### src/rtl/grid_io_bank_programmer_if.sv
// Configuration channel and grid-tile drive lines for grid_io_bank_programmer.
// With PROG_PARITY_CHECK_EN defined the channel carries cfg_parity as well.
interface grid_io_bank_programmer_if #(
  parameter int BL_WIDTH = 8,
  parameter int WL_WIDTH = 8
);
  localparam int ADDR_W = (WL_WIDTH > 1) ? $clog2(WL_WIDTH) : 1;

  logic                  cfg_valid;
  logic                  cfg_ready;
  logic [ADDR_W-1:0]     cfg_wl_addr;
  logic [0:BL_WIDTH-1]   cfg_bl_data;
  logic                  cfg_last;
  logic                  cfg_clear;
`ifdef PROG_PARITY_CHECK_EN
  logic                  cfg_parity;
`endif
  logic [0:BL_WIDTH-1]   bl;
  logic [0:WL_WIDTH-1]   wl;
  logic                  prog_done;
  logic                  prog_err;

`ifdef PROG_PARITY_CHECK_EN
  modport master (
    output cfg_valid, cfg_wl_addr, cfg_bl_data, cfg_last, cfg_clear, cfg_parity,
    input  cfg_ready, bl, wl, prog_done, prog_err
  );
  modport slave (
    input  cfg_valid, cfg_wl_addr, cfg_bl_data, cfg_last, cfg_clear, cfg_parity,
    output cfg_ready, bl, wl, prog_done, prog_err
  );
`else
  modport master (
    output cfg_valid, cfg_wl_addr, cfg_bl_data, cfg_last, cfg_clear,
    input  cfg_ready, bl, wl, prog_done, prog_err
  );
  modport slave (
    input  cfg_valid, cfg_wl_addr, cfg_bl_data, cfg_last, cfg_clear,
    output cfg_ready, bl, wl, prog_done, prog_err
  );
`endif
endinterface

### src/rtl/grid_io_bank_programmer.sv
// Memory-bank programming sequencer: each config word becomes setup -> one-hot WL pulse -> hold.
// Optional feature macro PROG_PARITY_CHECK_EN: checks cfg_parity (even, over data and addr) at accept.
module grid_io_bank_programmer #(
  parameter int BL_WIDTH     = 8,
  parameter int WL_WIDTH     = 8,
  parameter int SETUP_CYCLES = 1,
  parameter int PULSE_CYCLES = 2,
  parameter int HOLD_CYCLES  = 1
) (
  input logic                      prog_clk,
  input logic                      prog_reset_n,
  grid_io_bank_programmer_if.slave cfg
);
  localparam int ADDR_W   = (WL_WIDTH > 1) ? $clog2(WL_WIDTH) : 1;
  localparam int MAX_SP   = (SETUP_CYCLES > PULSE_CYCLES) ? SETUP_CYCLES : PULSE_CYCLES;
  localparam int MAX_C    = (MAX_SP > HOLD_CYCLES) ? MAX_SP : HOLD_CYCLES;
  localparam int CNT_W    = $clog2(MAX_C + 1);
  localparam logic [CNT_W-1:0]  CNT_ZERO   = {CNT_W{1'b0}};
  localparam logic [CNT_W-1:0]  CNT_ONE    = CNT_W'(1);
  localparam logic [CNT_W-1:0]  SETUP_LOAD = CNT_W'(SETUP_CYCLES - 1);
  localparam logic [CNT_W-1:0]  PULSE_LOAD = CNT_W'(PULSE_CYCLES - 1);
  localparam logic [CNT_W-1:0]  HOLD_LOAD  = CNT_W'(HOLD_CYCLES - 1);
  localparam logic [ADDR_W:0]   WL_LIMIT   = (ADDR_W + 1)'(WL_WIDTH);

  typedef enum logic [2:0] {ST_IDLE, ST_SETUP, ST_PULSE, ST_HOLD, ST_DONE} state_t;

  state_t              state_q, state_d;
  logic [CNT_W-1:0]    cnt_q, cnt_d;
  logic [ADDR_W-1:0]   addr_q, addr_d;
  logic [0:BL_WIDTH-1] data_q, data_d;
  logic                last_q, last_d;
  logic [0:BL_WIDTH-1] bl_q, bl_d;
  logic [0:WL_WIDTH-1] wl_q, wl_d;
  logic                ready_q, ready_d;
  logic                done_q, done_d;
  logic                err_q, err_d;
  logic                accept_s;
  logic                word_ok_s;

`ifdef PROG_PARITY_CHECK_EN
  function automatic logic even_parity(input logic [BL_WIDTH-1:0] data,
                                       input logic [ADDR_W-1:0]   addr);
    return ^{data, addr};
  endfunction
`endif

  // Sequencer next state, counter reload and the next values of all registered outputs
  always_comb begin
    state_d  = state_q;
    cnt_d    = cnt_q;
    addr_d   = addr_q;
    data_d   = data_q;
    last_d   = last_q;
    err_d    = err_q;
    bl_d     = '0;
    wl_d     = '0;
    ready_d  = 1'b0;
    done_d   = 1'b0;
    accept_s = cfg.cfg_valid & ready_q;
`ifdef PROG_PARITY_CHECK_EN
    word_ok_s = ({1'b0, cfg.cfg_wl_addr} < WL_LIMIT) &&
                (cfg.cfg_parity == even_parity(cfg.cfg_bl_data, cfg.cfg_wl_addr));
`else
    word_ok_s = ({1'b0, cfg.cfg_wl_addr} < WL_LIMIT);
`endif

    case (state_q)
      ST_IDLE: begin
        if (accept_s) begin
          addr_d = cfg.cfg_wl_addr;
          data_d = cfg.cfg_bl_data;
          last_d = cfg.cfg_last;
          if (word_ok_s) begin
            state_d = ST_SETUP;
            cnt_d   = SETUP_LOAD;
          end else begin
            // Dropped word: flag it, and still honour end-of-bitstream
            err_d   = 1'b1;
            state_d = cfg.cfg_last ? ST_DONE : ST_IDLE;
            cnt_d   = CNT_ZERO;
          end
        end else begin
          state_d = ST_IDLE;
        end
      end
      ST_SETUP: begin
        if (cnt_q == CNT_ZERO) begin
          state_d = ST_PULSE;
          cnt_d   = PULSE_LOAD;
        end else begin
          cnt_d = cnt_q - CNT_ONE;
        end
      end
      ST_PULSE: begin
        if (cnt_q == CNT_ZERO) begin
          state_d = ST_HOLD;
          cnt_d   = HOLD_LOAD;
        end else begin
          cnt_d = cnt_q - CNT_ONE;
        end
      end
      ST_HOLD: begin
        if (cnt_q == CNT_ZERO) begin
          state_d = last_q ? ST_DONE : ST_IDLE;
          cnt_d   = CNT_ZERO;
        end else begin
          cnt_d = cnt_q - CNT_ONE;
        end
      end
      ST_DONE: begin
        if (cfg.cfg_clear) begin
          state_d = ST_IDLE;
          err_d   = 1'b0;
          cnt_d   = CNT_ZERO;
        end else begin
          state_d = ST_DONE;
        end
      end
      default: begin
        state_d = ST_IDLE;
        cnt_d   = CNT_ZERO;
      end
    endcase

    // Outputs follow the state being entered so they change exactly on the edge
    case (state_d)
      ST_IDLE:  ready_d = 1'b1;
      ST_SETUP: bl_d    = data_d;
      ST_PULSE: begin
        bl_d = data_d;
        for (int i = 0; i < WL_WIDTH; i++) begin
          wl_d[i] = (addr_d == ADDR_W'(i));
        end
      end
      ST_HOLD:  bl_d    = data_d;
      ST_DONE:  done_d  = 1'b1;
      default:  ready_d = 1'b0;
    endcase
  end

  // State, latched word and registered outputs
  always_ff @(posedge prog_clk or negedge prog_reset_n) begin
    if (!prog_reset_n) begin
      state_q <= ST_IDLE;
      cnt_q   <= CNT_ZERO;
      addr_q  <= '0;
      data_q  <= '0;
      last_q  <= 1'b0;
      bl_q    <= '0;
      wl_q    <= '0;
      ready_q <= 1'b0;
      done_q  <= 1'b0;
      err_q   <= 1'b0;
    end else begin
      state_q <= state_d;
      cnt_q   <= cnt_d;
      addr_q  <= addr_d;
      data_q  <= data_d;
      last_q  <= last_d;
      bl_q    <= bl_d;
      wl_q    <= wl_d;
      ready_q <= ready_d;
      done_q  <= done_d;
      err_q   <= err_d;
    end
  end

  assign cfg.cfg_ready = ready_q;
  assign cfg.bl        = bl_q;
  assign cfg.wl        = wl_q;
  assign cfg.prog_done = done_q;
  assign cfg.prog_err  = err_q;
endmodule
### src/flat_wrapper.sv
// flat-port wrapper written by rule: the top's interface ports become plain ports
module grid_io_bank_programmer_flat 
#(
  parameter int BL_WIDTH     = 8,
  parameter int WL_WIDTH     = 8,
  parameter int SETUP_CYCLES = 1,
  parameter int PULSE_CYCLES = 2,
  parameter int HOLD_CYCLES  = 1
)
  (prog_clk, prog_reset_n, cfg_cfg_valid, cfg_cfg_wl_addr, cfg_cfg_bl_data, cfg_cfg_last, cfg_cfg_clear, cfg_cfg_ready, cfg_bl, cfg_wl, cfg_prog_done, cfg_prog_err);
  grid_io_bank_programmer_if #(.BL_WIDTH(BL_WIDTH), .WL_WIDTH(WL_WIDTH)) cfg_i ();
  input logic prog_clk;
  input logic prog_reset_n;
  input wire logic [$bits(cfg_i.cfg_valid)-1:0] cfg_cfg_valid;
  input wire logic [$bits(cfg_i.cfg_wl_addr)-1:0] cfg_cfg_wl_addr;
  input wire logic [$bits(cfg_i.cfg_bl_data)-1:0] cfg_cfg_bl_data;
  input wire logic [$bits(cfg_i.cfg_last)-1:0] cfg_cfg_last;
  input wire logic [$bits(cfg_i.cfg_clear)-1:0] cfg_cfg_clear;
  output wire logic [$bits(cfg_i.cfg_ready)-1:0] cfg_cfg_ready;
  output wire logic [$bits(cfg_i.bl)-1:0] cfg_bl;
  output wire logic [$bits(cfg_i.wl)-1:0] cfg_wl;
  output wire logic [$bits(cfg_i.prog_done)-1:0] cfg_prog_done;
  output wire logic [$bits(cfg_i.prog_err)-1:0] cfg_prog_err;
  assign cfg_i.cfg_valid = cfg_cfg_valid;
  assign cfg_i.cfg_wl_addr = cfg_cfg_wl_addr;
  assign cfg_i.cfg_bl_data = cfg_cfg_bl_data;
  assign cfg_i.cfg_last = cfg_cfg_last;
  assign cfg_i.cfg_clear = cfg_cfg_clear;
  assign cfg_cfg_ready = cfg_i.cfg_ready;
  assign cfg_bl = cfg_i.bl;
  assign cfg_wl = cfg_i.wl;
  assign cfg_prog_done = cfg_i.prog_done;
  assign cfg_prog_err = cfg_i.prog_err;
  grid_io_bank_programmer #(.BL_WIDTH(BL_WIDTH), .WL_WIDTH(WL_WIDTH), .SETUP_CYCLES(SETUP_CYCLES), .PULSE_CYCLES(PULSE_CYCLES), .HOLD_CYCLES(HOLD_CYCLES)) u_core (.prog_clk(prog_clk), .prog_reset_n(prog_reset_n), .cfg(cfg_i));
endmodule
### config.mk
export PLATFORM = sky130hd
export DESIGN_NAME = grid_io_bank_programmer_flat
export DESIGN_NICKNAME = d
export VERILOG_FILES = /design/src/rtl/grid_io_bank_programmer_if.sv /design/src/rtl/grid_io_bank_programmer.sv /design/src/flat_wrapper.sv
export SDC_FILE = /design/constraint.sdc
export NUM_CORES = 1
export LEC_CHECK = 0
export BUFFER_PORTS_ARGS = -buffer_cell sky130_fd_sc_hd__buf_2
export CORE_ASPECT_RATIO = 0.8
export CORE_MARGIN = 8
export CORE_UTILIZATION = 40
export DETAILED_ROUTE_END_ITERATION = 8
export GPL_TIMING_DRIVEN = 0
export SETUP_SLACK_MARGIN = 0.05
export SLEW_MARGIN = 20
export SYNTH_ARGS = -nofsm -noshare
export SYNTH_HDL_FRONTEND = slang
export SYNTH_SLANG_ARGS = --single-unit
### constraint.sdc
create_clock -name prog_clk -period 1.49 [get_ports prog_clk]
set_clock_uncertainty 0.2 [all_clocks]
set_input_delay 0.298 -clock prog_clk [delete_from_list [all_inputs] [get_ports prog_clk]]
set_output_delay 0.298 -clock prog_clk [all_outputs]
set_load 0.005 [all_outputs]
Word-level counts from Yosys, hierarchy flattened
Index checks and enable logic that the tools add are counted.
{"block": "totals", "reg_bits": 35, "latchBits": 0, "ram_bits": 0, "romBits": 0, "input_bits": 16, "n_memories": 0}
{"block": "op_classes", "add_sub_neg": 1, "multipliers": 0, "div_mod_pow": 0, "order_cmp": 0, "n_eq_ne": 17, "shifts": 0, "muxes": 20, "bitwise_logic": 1, "reduce_logical": 8}
{"op": "$mux 8", "count": 4}
{"op": "$mux 3", "count": 7}
{"op": "$eq 3x2->1 const B", "count": 6}
{"op": "$eq 3x3->1 const B", "count": 6}
{"op": "$pmux 3 s5", "count": 1}
{"op": "$eq 3x1->1 const B", "count": 3}
{"op": "$logic_not 3->1", "count": 3}
{"op": "$mux 2", "count": 4}
{"op": "$pmux 2 s4", "count": 1}
{"op": "$reduce_and 2->1", "count": 2}
{"op": "$mux 1", "count": 3}
{"op": "$reduce_or 3->1", "count": 1}
{"op": "$logic_not 2->1", "count": 1}
{"op": "$ne 2x1->1 const B", "count": 1}
{"op": "$ne 2x2->1 const B", "count": 1}
{"op": "$reduce_or 2->1", "count": 1}
{"op": "$sub 2x1->2 const B", "count": 1}
{"op": "$and 1x1->1", "count": 1}

Logic depth before layout (Yosys ltp)
Gate-level depths: netlist (run 1).
{"block": "depth", "depth_word": 6, "ltp_mapped": 7}

Worst setup path before layout (run 1)
OpenSTA, ideal clock, no wires.
{"block": "synth_path", "path_type": "reg-to-reg", "start": "reg u_core.state_q[2]", "end": "reg u_core.data_q[0] in the netlist's numbering", "arrival_time_ps": 1298, "setup_slack_ps": -126, "stages_incl_launch_ff": 8, "synth_period_minus_slack_ps": 1616, "cell_sequence": "dfrtp_1 -> buf_6 -> nand3b_4 -> or2_0 -> buf_2 -> buf_2 -> nand2_1 -> nand2_1"}
{"block": "synth_between", "elab_chain_cells": 2}
{"item": "start: declaration", "line_no": "grid_io_bank_programmer.sv:27", "rtl": "state_t state_q, state_d;"}
{"item": "start signal: assignment", "line_no": "grid_io_bank_programmer.sv:155", "rtl": "state_q <= state_d;"}
{"item": "$logic_not 3->1", "line_no": "grid_io_bank_programmer.sv:67", "rtl": "case (state_q)"}
{"item": "$mux 8", "line_no": "grid_io_bank_programmer.sv:67"}
{"item": "net u_core.data_d (one bit)", "line_no": "grid_io_bank_programmer.sv:30", "rtl": "logic [0:BL_WIDTH-1] data_q, data_d;"}
{"item": "end signal: assignment", "line_no": "grid_io_bank_programmer.sv:158", "rtl": "data_q <= data_d;"}
{"item": "end: declaration", "line_no": "grid_io_bank_programmer.sv:30"}
The timed path passes the listed nets, and every way through them passes these cells.
A chain may end at the register's enable or synchronous reset.

Final worst setup path (run 1)
{"block": "layout_path", "start": "reg u_core.cnt_q[0]", "end": "reg u_core.bl_q, in the netlist u_core.cfg.bl[1]"}
{"block": "layout_between", "elab_chain_cells": 6, "word_cells_on_any_way": 10, "cone_classes": "3 x eq/ne; 5 x mux; 2 x reduce/logical"}
{"item": "start: declaration", "line_no": "grid_io_bank_programmer.sv:28", "rtl": "logic [CNT_W-1:0] cnt_q, cnt_d;"}
{"item": "start signal: assignment", "line_no": "grid_io_bank_programmer.sv:156", "rtl": "cnt_q <= cnt_d;"}
{"item": "$logic_not 2->1 (*)", "line_no": "grid_io_bank_programmer.sv:87, grid_io_bank_programmer.sv:95, grid_io_bank_programmer.sv:103"}
{"item": "$mux 3, on equally long branches", "line_no": "grid_io_bank_programmer.sv:103, grid_io_bank_programmer.sv:87, grid_io_bank_programmer.sv:95"}
{"item": "$pmux 3 s5 (*)", "line_no": "grid_io_bank_programmer.sv:67"}
{"item": "$eq 3x1->1 or $eq 3x2->1 (tied branches)", "line_no": "grid_io_bank_programmer.sv:126", "rtl": "case (state_d)"}
{"item": "$reduce_or 3->1 (no line) (*)"}
{"item": "$mux 8 (*)", "line_no": "grid_io_bank_programmer.sv:126"}
{"item": "net u_core.bl_d (one bit)", "line_no": "grid_io_bank_programmer.sv:32", "rtl": "logic [0:BL_WIDTH-1] bl_q, bl_d;"}
{"item": "end signal: assignment", "line_no": "grid_io_bank_programmer.sv:160", "rtl": "bl_q <= bl_d;"}
{"item": "end: declaration", "line_no": "grid_io_bank_programmer.sv:32"}
Mark *: on every way through the listed nets, which the timed path passes. The rest lies on a longest branch.

==> results of run 1 <==
==> state kept, by name, summed over array words and instances (netlist names) <==
signal                cells
u_core.addr_q             3
u_core.cfg.bl             8
u_core.cfg.cfg_ready      1
u_core.cfg.prog_done      1
u_core.cfg.wl             8
u_core.cnt_q              2
u_core.data_q             8
u_core.last_q             1
u_core.state_q            3
==> layout make-up <==
cell class	instances	area [sq um]	area share (%)
multi-input combinational	103	753.2	32.82
buffer	10	112.6	4.907
clock buffer	6	72.57	3.162
clock inverter	2	12.51	0.5453
inverter	5	22.52	0.9815
timing repair buffer	56	386.6	16.85
tap	44	55.05	2.399
sequential	35	879.6	38.33
==> power by group through the flow <==
stage          logic [mW]  registers (mW)  clock network, mW
6_report             2.27            1.51              0.685
5_1_grt              2.46            1.54              0.732
4_1_cts              1.85            1.46              0.695
3_5_place_dp         1.35            1.49                  0
3_3_place_gp         1.33            1.47                  0
2_1_floorplan       0.969            1.47                  0
==> final timing paths <==
check                                    to  slack [ps]  cells past startpoint
min reg2reg                u_core.data_q[7]         310                      2
max reg2reg                u_core.cfg.bl[1]        -210                      5
min                        u_core.addr_q[2]          10                      3
max in group asynchronous   u_core.cnt_q[0]         410                      2
max                        u_core.cfg.bl[1]        -210                      5
min in group asynchronous  u_core.cfg.wl[2]         320                      2
==> critical path, delay by kind of cell (launching register included) <==
family          cells  cell delay, ps
compound gates      2             480
buf+inv             1             150
flops               1             430
simple gates        2             380
==> metal layers <==
| metal | GRT usage, % | part of all wire [%] |
|---|---|---|
| met5 | 0 | 0 |
| met4 | 6.890 | 1.2 |
| met3 | 4.051 | 6.2 |
| met2 | 22.15 | 50 |
| met1 | 15.84 | 43 |
==> logic make-up (layout without fill, tap and decap cells) <==
logic type / Yosys count / in the layout
DFF: 35 / 35
buffers and inverters: 15 / 79
AOI/OAI and AO/OA: 29 / 29
other: 1 / 1
and+or+nand+nor: 73 / 73
==> synthesized netlist by cell type <==
library cell / n / share of area, %
nand4bb_1: 1 / 0.74
nand4_1: 8 / 3.3
clkbuf_1: 1 / 0.25
nor4_1: 2 / 0.82
nand2b_4: 1 / 0.90
a31oi_4: 1 / 1.4
nor3b_1: 1 / 0.49
nor2_1: 12 / 3.0
and2_0: 1 / 0.41
o21a_1: 2 / 0.99
a31oi_1: 4 / 1.6
inv_1: 5 / 1.2
nand2_1: 37 / 9.1
nand2b_1: 1 / 0.41
a221oi_2: 1 / 0.99
o22ai_1: 1 / 0.41
a21oi_1: 12 / 3.9
nor3_1: 1 / 0.33
nor4b_1: 2 / 1.2
or2_1: 1 / 0.41
nand3b_4: 1 / 1.3
buf_6: 1 / 0.74
buf_2: 5 / 1.6
buf_4: 3 / 1.5
nand3_1: 1 / 0.33
nor2_4: 1 / 0.74
a21o_1: 1 / 0.49
or2_0: 2 / 0.82
dfrtp_1: 35 / 58
o32ai_1: 2 / 1.2
o21ai_0: 5 / 1.6
conb_1: 1 / 0.25
==> stage by stage <==
stage                     area (sq um)  utilization (%)  hold slack, ps  instances  setup WS [ps]
after floorplan                   1538                -          -197.6        153         -91.07
after global placement            1758            47.15           204.2        230         -216.5
after detailed placement          1758            47.15           220.6        230         -218.8
after CTS                         2107            56.51         0.08085        256         -160.8
after global routing              2295            61.54           22.62        261         -269.3
final                             2295            61.54           9.886        261         -211.1
==> timing repair <==
| action | in CTS | in global routing |
|---|---|---|
| gates cloned | 3 | 2 |
| gates resized for setup | 40 | 35 |
| setup endpoints to repair | 35 | 70 |
| pin swaps | 17 | 28 |
| buffers inserted | 14 | 5 |
| endpoints found under the hold margin | 35 | 0 |
| hold buffers | 1 | 0 |
==> metrics.md, run 1 <==
| Metric | Value |
|---|---|
| Synth Area in Compound Gates | `12.65%` |
| PwrDens | `1946 nW/um^2` |
| # IOs | `35` |
| Comb power frac | `50.9%` |
| Clk_lat worst skew | `290 ps` |
| Commonest non-fill, non-tap cell in the layout | `buf_2` |
| Largest net degree at the start of global routing | `36` |
| Core area | `3729 sq um` |
| Period utilization | `114.2%` |
| Critical Path RT | `1510 ps` |
| Fill cells | `316` |
| Fin. max-slew vios | `0` |
| Worst-path clk slew | `70 ps` |
| CTS tree | `built` |
| Mapped Cells | `roughly 150` |
| RSZ-0062 raised after global routing | `yes` |
| Relative max-transition margin | `66.43%` |
| Seq cells post-synth | `35` |
| Fmax | `587.9 MHz` |
| Mean Syn Cell Area | `9.952 sq um` |
| Final WS setup | `-211.1 ps` |
| Peak VDD IR | `1.043 mV` |
| Leakage | `1.123 nW` |
| Seq/Total Area, Yosys | `57.52%` |
| Violated checks | `negative setup slack` |
| CTS root buffer | `clkbuf_8` |
| N_diodes | `0` |
| FP Rows | `20` |
| Largest family of logic cells by synthesized area | `simple AND/OR/NAND/NOR gates` |
| Max_cap viols | `0` |
| Drt total wl | `about 4400 um` |
| H-tree levels | `2` |
| Hold Vio Cnt, Final | `0` |
| DP HPWL | `2455 um` |
| Min-Delay Startpoint | `cfg_cfg_wl_addr[2]` |
| Starting density of the core | `40.84%` |
| Clk buf depth | `2` |
| Overall die area | `~6000 sq um` |
| ANT nets after route | `0` |
| Crit path cell chain | `or2_0, buf_4, a31oi_4, nand4_1, a21oi_2` |
| Total Power | `4.465 mW` |
| Synth warn | `0` |
| Crit-path slowest cell | `dfrtp_2` |
| Nets | `232` |
| Number of global-route vias before repair | `1403` |
| Post-Synth Simple-Gate Area | `between 20% and 30%` |
| Worst hold-check path type | `in -> reg` |
| CP Max Fanout | `8` |
| Syn nets | `about 170` |
| CP Capture Type | `flip-flop` |
| Setup Viol. Count Final | `32` |
| First-pass GRT wire length | `6513 um` |
| Critical Path Source | `u_core.cnt_q[0]` |
| Startpoint Class | `flip-flop` |
| Avg WL per Cell | `about 17 um` |
| Clk sinks | `35` |
| Fin crit period | `1701 ps` |
| Drt pass-1 iters | `4` |
| CTS buffer count | `5` |
| Sw Share | `38.28%` |
| Post-Synth XOR/XNOR Area | `0%` |
| NetSw | `roughly 1.7 mW` |
| Initial antenna violation count | `0` |
| Area growth syn-to-layout | `50.70%` |
| Cell internal pwr | `~2.8 mW` |
| Port Buffers | `33` |
| Die height | `between 70 and 80 um` |
| Worst EP arrival | `between 1500 and 2000 ps` |
| Most frequent cells in the layout | `buf_2 (33), dfrtp_1 (32), nand2_1 (20)` |
| Gpl congestion | `0.7499` |
| Die X | `84.98 um` |
| Adder-Cell Fraction of Synth Area | `0%` |
| Post-synthesis cell area | `~1500 sq um` |
| Proportion of power drawn by the clock network | `between 10% and 20%` |
| Netlist cell types | `32` |
| Global-route usage over all layers | `13.59%` |
| Worst path max stage delay | `430 ps` |
| Via density per instance | `5.238` |
| Setup TNS | `-4341 ps` |
| Post-synthesis mux area share | `0%` |
| GRT overflow | `0` |
| Via Count | `1367` |
| Sequential cell fraction of total power | `between 30% and 40%` |
| Share of cells above drive strength 1 | `55.76%` |
| Reg2reg start | `u_core.cnt_q[0]` |
| Iteration-0 DRC Markers | `76` |
| Status | `finished with violations` |
| WS Path Type | `reg -> reg` |
| Worst-Margin Slew | `~500 ps` |
| Residual DRC | `0` |
No activity file was read; power rests on OpenSTA's default activity.
==> inputs of run 2 (changes only) <==
PLACE_DENSITY = 0.65   (was default)
==> run 2 against run 1 <==
Sequential share of layout area is 0.37 points lower. Non-clock buffer count is 3 lower. Cell count is 1.1% lower. Setup slack better by 28 ps. Clock-buffer cell count stayed put. Die area stayed put. Highest routed layer unchanged. The flow still finishes with violations (negative setup slack). Combinational power is 2% higher.
==> metrics.md, run 2 (synthesis results as in run 1) <==
| Metric | Value |
|---|---|
| Status | `finished with violations` |
| Violated checks | `negative setup slack` |
| Fin crit period | `1673 ps (-27.97 ps)` |
| Clk buf depth | `2 (unchanged)` |
| Clk_lat worst skew | `290 ps (about the same)` |
| Area occupied by multi-input gates | `795.8 sq um (+5.6%)` |
| Worst-Margin Slew | `586.8 ps (+90.19 ps)` |
| Drt pass-1 iters | `4 (unchanged)` |
| Largest net degree at the start of global routing | `36 (unchanged)` |
| GRT overflow | `0 (unchanged)` |
| Setup TNS | `-4195 ps (+145.7 ps)` |
| H-tree levels | `2 (unchanged)` |
| First-pass GRT wire length | `6527 um (+0.21%)` |
| RSZ-0062 raised after global routing | `yes` |
| Startpoint Class | `flip-flop` |
| Die X | `84.98 um (unchanged)` |
| Overall die area | `6049 sq um (unchanged)` |
| Drt total wl | `4316 um (-1.2%)` |
| Min-Delay Startpoint | `cfg_cfg_wl_addr[2]` |
| Max_cap viols | `0 (unchanged)` |
| Via density per instance | `5.337 (+1.9%)` |
| Gpl congestion | `0.8150 (+8.7%)` |
| Die height | `71.19 um (unchanged)` |
| Leakage | `1.139 nW (+1.4%)` |
| N_diodes | `0 (unchanged)` |
| Hold endpoint | `u_core.addr_q[2]` |
| Most frequent cells in the layout | `buf_2 (33), dfrtp_1 (33), nand2_1 (22)` |
| Residual DRC | `0 (unchanged)` |
| # IOs | `35 (unchanged)` |
| Storage cell area | `878.3 sq um (-0.14%)` |
| Port Buffers | `33 (unchanged)` |
| CP Capture Type | `flip-flop` |
| Period utilization | `112.3% (-1.9 points)` |
| Initial antenna violation count | `0 (unchanged)` |
| Worst EP arrival | `1670 ps (-50 ps)` |
| CP Max Fanout | `8 (unchanged)` |
| Number of global-route vias before repair | `1381 (-1.6%)` |
| Area growth syn-to-layout | `51.93%` |
| PwrDens | `1935 nW/um^2 (-0.54%)` |
| CTS root buffer | `clkbuf_8` |
| Final instance area | `2313 sq um (+0.82%)` |
| Critical Path RT | `1490 ps (-20 ps)` |
| Avg WL per Cell | `16.73 um (about the same)` |
| WHS Path Cells | `3 (unchanged)` |
| Global-route usage over all layers | `13.44% (-0.15 points)` |
| Fmax | `597.7 MHz (+1.7%)` |
| Fill cells | `301 (-4.7%)` |
| Clk sinks | `35 (unchanged)` |
| Setup Viol. Count Final | `32 (unchanged)` |
| FF-to-FF setup slack | `-180 ps (+30 ps)` |
| Reg2reg start | `u_core.cnt_q[1]` |
| Worst hold-check path type | `in -> reg` |
| Iteration-0 DRC Markers | `69 (-9.2%)` |
| ANT nets after route | `0 (unchanged)` |
| DP HPWL | `2564 um (+4.5%)` |
| R2R Path End | `u_core.cfg.bl[5]` |
| Core area | `3729 sq um (unchanged)` |
| Starting density of the core | `40.84% (unchanged)` |
| Relative max-transition margin | `60.33% (-6.1 points)` |
| WS Path Type | `reg -> reg` |
| Share of cells above drive strength 1 | `54.67% (-1.1 points)` |
| CTS tree | `built` |
| Via Count | `1377 (+0.73%)` |
| Area after DPL | `1758 sq um (unchanged)` |
| Hold Vio Cnt, Final | `0 (unchanged)` |
| Peak VDD IR | `1.029 mV (-1.4%)` |
| CTS buffer count | `5 (unchanged)` |
| Nets | `229 (-1.3%)` |
| Fin. max-slew vios | `0 (unchanged)` |
| FP Rows | `20 (unchanged)` |
| Worst-path clk slew | `70 ps (about the same)` |
| Total Power | `4.477 mW (+0.27%)` |
| Final WS setup | `-183.1 ps (+27.96 ps)` |
| Reg2reg path depth | `5 (unchanged)` |
==> run 2: cell types whose count changed in the layout (fill, tap and decap cells not counted), moves of 2 or more <==
| cell | delta |
|---|---|
| buf_4 | -4 |
| a31oi_2 | -3 |
| a31oi_4 | +3 |
| nand2_4 | -3 |
| nand2_1 | +2 |
==> run 2: through the flow <==
| stage | instances | hold WS, ps | util [%] | worst slack (ps) |
|---|---|---|---|---|
| after floorplan | 153 | -197.6 | - | -91.07 |
| after global placement | 230 | 200.0 | 47.15 | -208.5 |
| after detailed placement | 230 | 211.8 | 47.15 | -244.5 |
| after CTS | 253 | 8.853 | 57.21 | -152.5 |
| after global routing | 258 | 23.68 | 62.05 | -243.3 |
| final | 258 | 19.04 | 62.05 | -183.1 |
==> run 2: how the worst max path moves through the flow <==
stage               depth (start not counted)                to  slack, ps               from
floorplan                                   7  u_core.data_q[1]        -90  u_core.state_q[2]
global placement                            6  u_core.cfg.wl[5]       -210  u_core.state_q[2]
detailed placement                          6  u_core.cfg.wl[2]       -240  u_core.state_q[2]
CTS                                         5  u_core.cfg.bl[6]       -150    u_core.cnt_q[1]
global route                                5  u_core.cfg.bl[2]       -240    u_core.cnt_q[1]
finish                                      5  u_core.cfg.bl[5]       -180    u_core.cnt_q[1]
==> run 2: critical path, stage by stage (launching register included) <==
cell	delay, ps
dfrtp_1	410
or2_1	260
buf_6	140
a31oi_4	270
nand4_1	130
a21oi_1	180
==> run 2: metal layers <==
layer	wire length, um	share of wire [%]	global-route usage [%]	vias up
li1	-	-	-	639
met1	1790	41	16.12	692
met2	2163	50	22.32	37
met3	264	6.1	4.282	9
met4	98	2.3	4.134	0
met5	0	0	0	-
==> run 2: power by group <==
group / internal [mW] / total (mW) / switching [mW]
Combinational: 1.15 / 2.31 / 1.16
Sequential: 1.28 / 1.50 / 0.220
Clock: 0.327 / 0.668 / 0.342
Total: 2.76 / 4.48 / 1.72
==> run 2: repair_timing <==
action                                  4_1_cts  5_1_grt
pin swaps                                     9       31
hold buffers                                  1        0
endpoints found under the hold margin        35        0
endpoints found under the setup margin       35       69
buffers inserted                             11        4
gates resized for setup                      44       35
cloned                                        3        2
==> run 2: layout make-up <==
cell class,instances,share of cell area (%)
Sequential cell,35,37.97
Timing Repair Buffer,54,16.39
Multi-Input combinational cell,103,34.40
Buffer,9,4.381
Inverter,5,0.8112
Clock buffer,6,3.137
Clock inverter,2,0.5408
Tap cell,44,2.380
==> inputs of run 3 (changes only) <==
ABC_AREA = 0   (was default)
CORE_ASPECT_RATIO = default   (was 0.8)
CORE_UTILIZATION = 47   (was 40)
PLACE_DENSITY = 0.74   (was 0.65)
==> run 3 against run 2 <==
The flow still finishes with violations (negative setup slack). Sequential power barely moved. Combinational power rose by 8%. Die area fell by 12%. Cell count rose by 8.9%. Critical path depth rose by 1. Global-route usage rose by 5.3 points. Design area rose by 6.8%. Clock power fell by 24%. Critical endpoint is now u_core.cfg.wl[4]. Highest routed layer unchanged.
==> metrics.md, run 3 (synthesis results as in run 1) <==
| Metric | Value |
|---|---|
| Clk buf depth | `2 (unchanged)` |
| Critical Path RT | `1560 ps (+70 ps)` |
| Fin. max-slew vios | `0 (unchanged)` |
| Starting density of the core | `49.47% (+8.6 points)` |
| Reg2reg start | `u_core.state_q[1]` |
| Setup Viol. Count Final | `33 (+3.1%)` |
| Peak VDD IR | `1.163 mV (+13%)` |
| Violated checks | `negative setup slack` |
| Die X | `72.92 um (-14%)` |
| Largest net degree at the start of global routing | `36 (unchanged)` |
| Clk sinks | `35 (unchanged)` |
| CP Max Fanout | `4 (-4)` |
| Via density per instance | `5.256 (-1.5%)` |
| Clk_lat worst skew | `350 ps (+60 ps)` |
| Gpl congestion | `0.8338 (+2.3%)` |
| First-pass GRT wire length | `7700 um (+18%)` |
| Avg WL per Cell | `16.67 um (-0.38%)` |
| Initial antenna violation count | `0 (unchanged)` |
| Status | `finished with violations` |
| Final WS setup | `-259.8 ps (-76.75 ps)` |
| Area after DPL | `1758 sq um (unchanged)` |
| Global-route usage over all layers | `18.74% (+5.3 points)` |
| Critical Path Source | `u_core.state_q[1]` |
| RSZ-0062 raised after global routing | `yes` |
| Worst EP arrival | `1820 ps (+150 ps)` |
| CP Capture Type | `flip-flop` |
| Period utilization | `117.4% (+5.2 points)` |
| Via Count | `1477 (+7.3%)` |
| CTS root buffer | `clkbuf_4` |
| WS Path Type | `reg -> reg` |
| Residual DRC | `0 (unchanged)` |
| CTS tree | `built` |
| Final Util | `80.28% (+18 points)` |
| Hold Vio Cnt, Final | `0 (unchanged)` |
| N_diodes | `0 (unchanged)` |
| # IOs | `35 (unchanged)` |
| Worst-path clk slew | `120 ps (+50 ps)` |
| Leakage | `1.216 nW (+6.7%)` |
| Startpoint Class | `flip-flop` |
| FP Rows | `20 (unchanged)` |
| Final instance area | `2471 sq um (+6.8%)` |
| Fin crit period | `1750 ps (+76.75 ps)` |
| GRT overflow | `0 (unchanged)` |
| Iteration-0 DRC Markers | `128 (+86%)` |
| Die height | `72.92 um (+2.4%)` |
| Most frequent cells in the layout | `buf_2 (34), dfrtp_1 (34), buf_4 (22)` |
| Min-Delay Startpoint | `cfg_cfg_wl_addr[0]` |
| PwrDens | `1828 nW/um^2 (-5.6%)` |
| Port Buffers | `33 (unchanged)` |
| Fmax | `571.5 MHz (-4.4%)` |
| Max_cap viols | `0 (unchanged)` |
| Core area | `3078 sq um (-17%)` |
| Area growth syn-to-layout | `62.28%` |
| DP HPWL | `2390 um (-6.8%)` |
| CTS buffer count | `5 (unchanged)` |
| H-tree levels | `2 (unchanged)` |
| Drt total wl | `4683 um (+8.5%)` |
| Fill cells | `182 (-40%)` |
| ANT nets after route | `0 (unchanged)` |
| Nets | `252 (+10%)` |
| Number of global-route vias before repair | `1597 (+16%)` |
| Worst hold-check path type | `in -> reg` |
| Drt pass-1 iters | `4 (unchanged)` |
| Share of cells above drive strength 1 | `53.59% (-1.1 points)` |
| Overall die area | `5317 sq um (-12%)` |
[run 3: cell count changes in the layout (fill, tap and decap cells not counted), moves of 2 or more]
cell           before  now
dlygate4sd3_1       1   12
buf_4              14   22
clkbuf_4            1    6
buf_6              10   14
clkbuf_8            5    1
a21oi_1             8    6
a21oi_2             4    6
clkbuf_16           2    0
nand2_4             2    4
[run 3: stage by stage]
step	worst slack (ps)	power [mW]	setup TNS, ps	hold slack (ps)	instances
after floorplan	-91.07	2.436	-1699	-197.6	153
after global placement	-204.1	2.774	-4853	196.9	230
after detailed placement	-238.2	2.846	-5881	211.3	230
after CTS	-194.6	4.086	-3846	17.26	277
after global routing	-277.0	4.777	-6480	40.18	281
final	-259.8	4.517	-4912	37.83	281
[run 3: area by class of cell]
class	instances	area, sq um	share of cell area [%]
buffer	9	103.9	4.203
tap	44	55.05	2.228
multi-input combinational	103	785.8	31.80
clock buffer	5	37.54	1.519
sequential	35	877.1	35.49
clock inverter	3	20.02	0.8101
inverter	5	18.77	0.7595
timing repair buffer	77	573.1	23.19
[run 3: what timing repair did]
item | 4_1_cts | 5_1_grt
setup endpoints to repair | 35 | 35
resized for setup | 50 | 29
hold endpoints to repair | 48 | 0
gates cloned | 4 | 0
buffers inserted | 23 | 6
hold buffers | 12 | 0
pin swaps | 30 | 17
[run 3: critical path, cell delays in order (launching register included)]
cell and delay (ps):
dfrtp_1 400, buf_4 160, buf_4 140, nand2b_1 200
o22ai_2 200, nand3_1 190, nor2_1 200
[run 3: metal layers]
layer	wire length, um	part of all wire, %	track usage, %
met4	53	1.1	6.222
met3	348	7.4	6.044
met1	1936	41	22.92
met5	0	0	0
met2	2344	50	30.22
[run 3: where the power goes]
group          internal (mW)  switching (mW)
Clock                  0.180           0.329
Combinational           1.25            1.25
Sequential              1.27           0.234
Total                   2.70            1.81
[run 3: final timing paths]
path / to / slack [ps] / cells past startpoint
max in group asynchronous: u_core.cnt_q[0] / 470 / 2
hold reg to reg: u_core.data_q[0] / 290 / 2
hold / removal: u_core.addr_q[0] / 40 / 3
min in group asynchronous: u_core.cfg.wl[7] / 270 / 2
setup / recovery: u_core.cfg.wl[4] / -260 / 6
setup reg to reg: u_core.cfg.wl[4] / -260 / 6
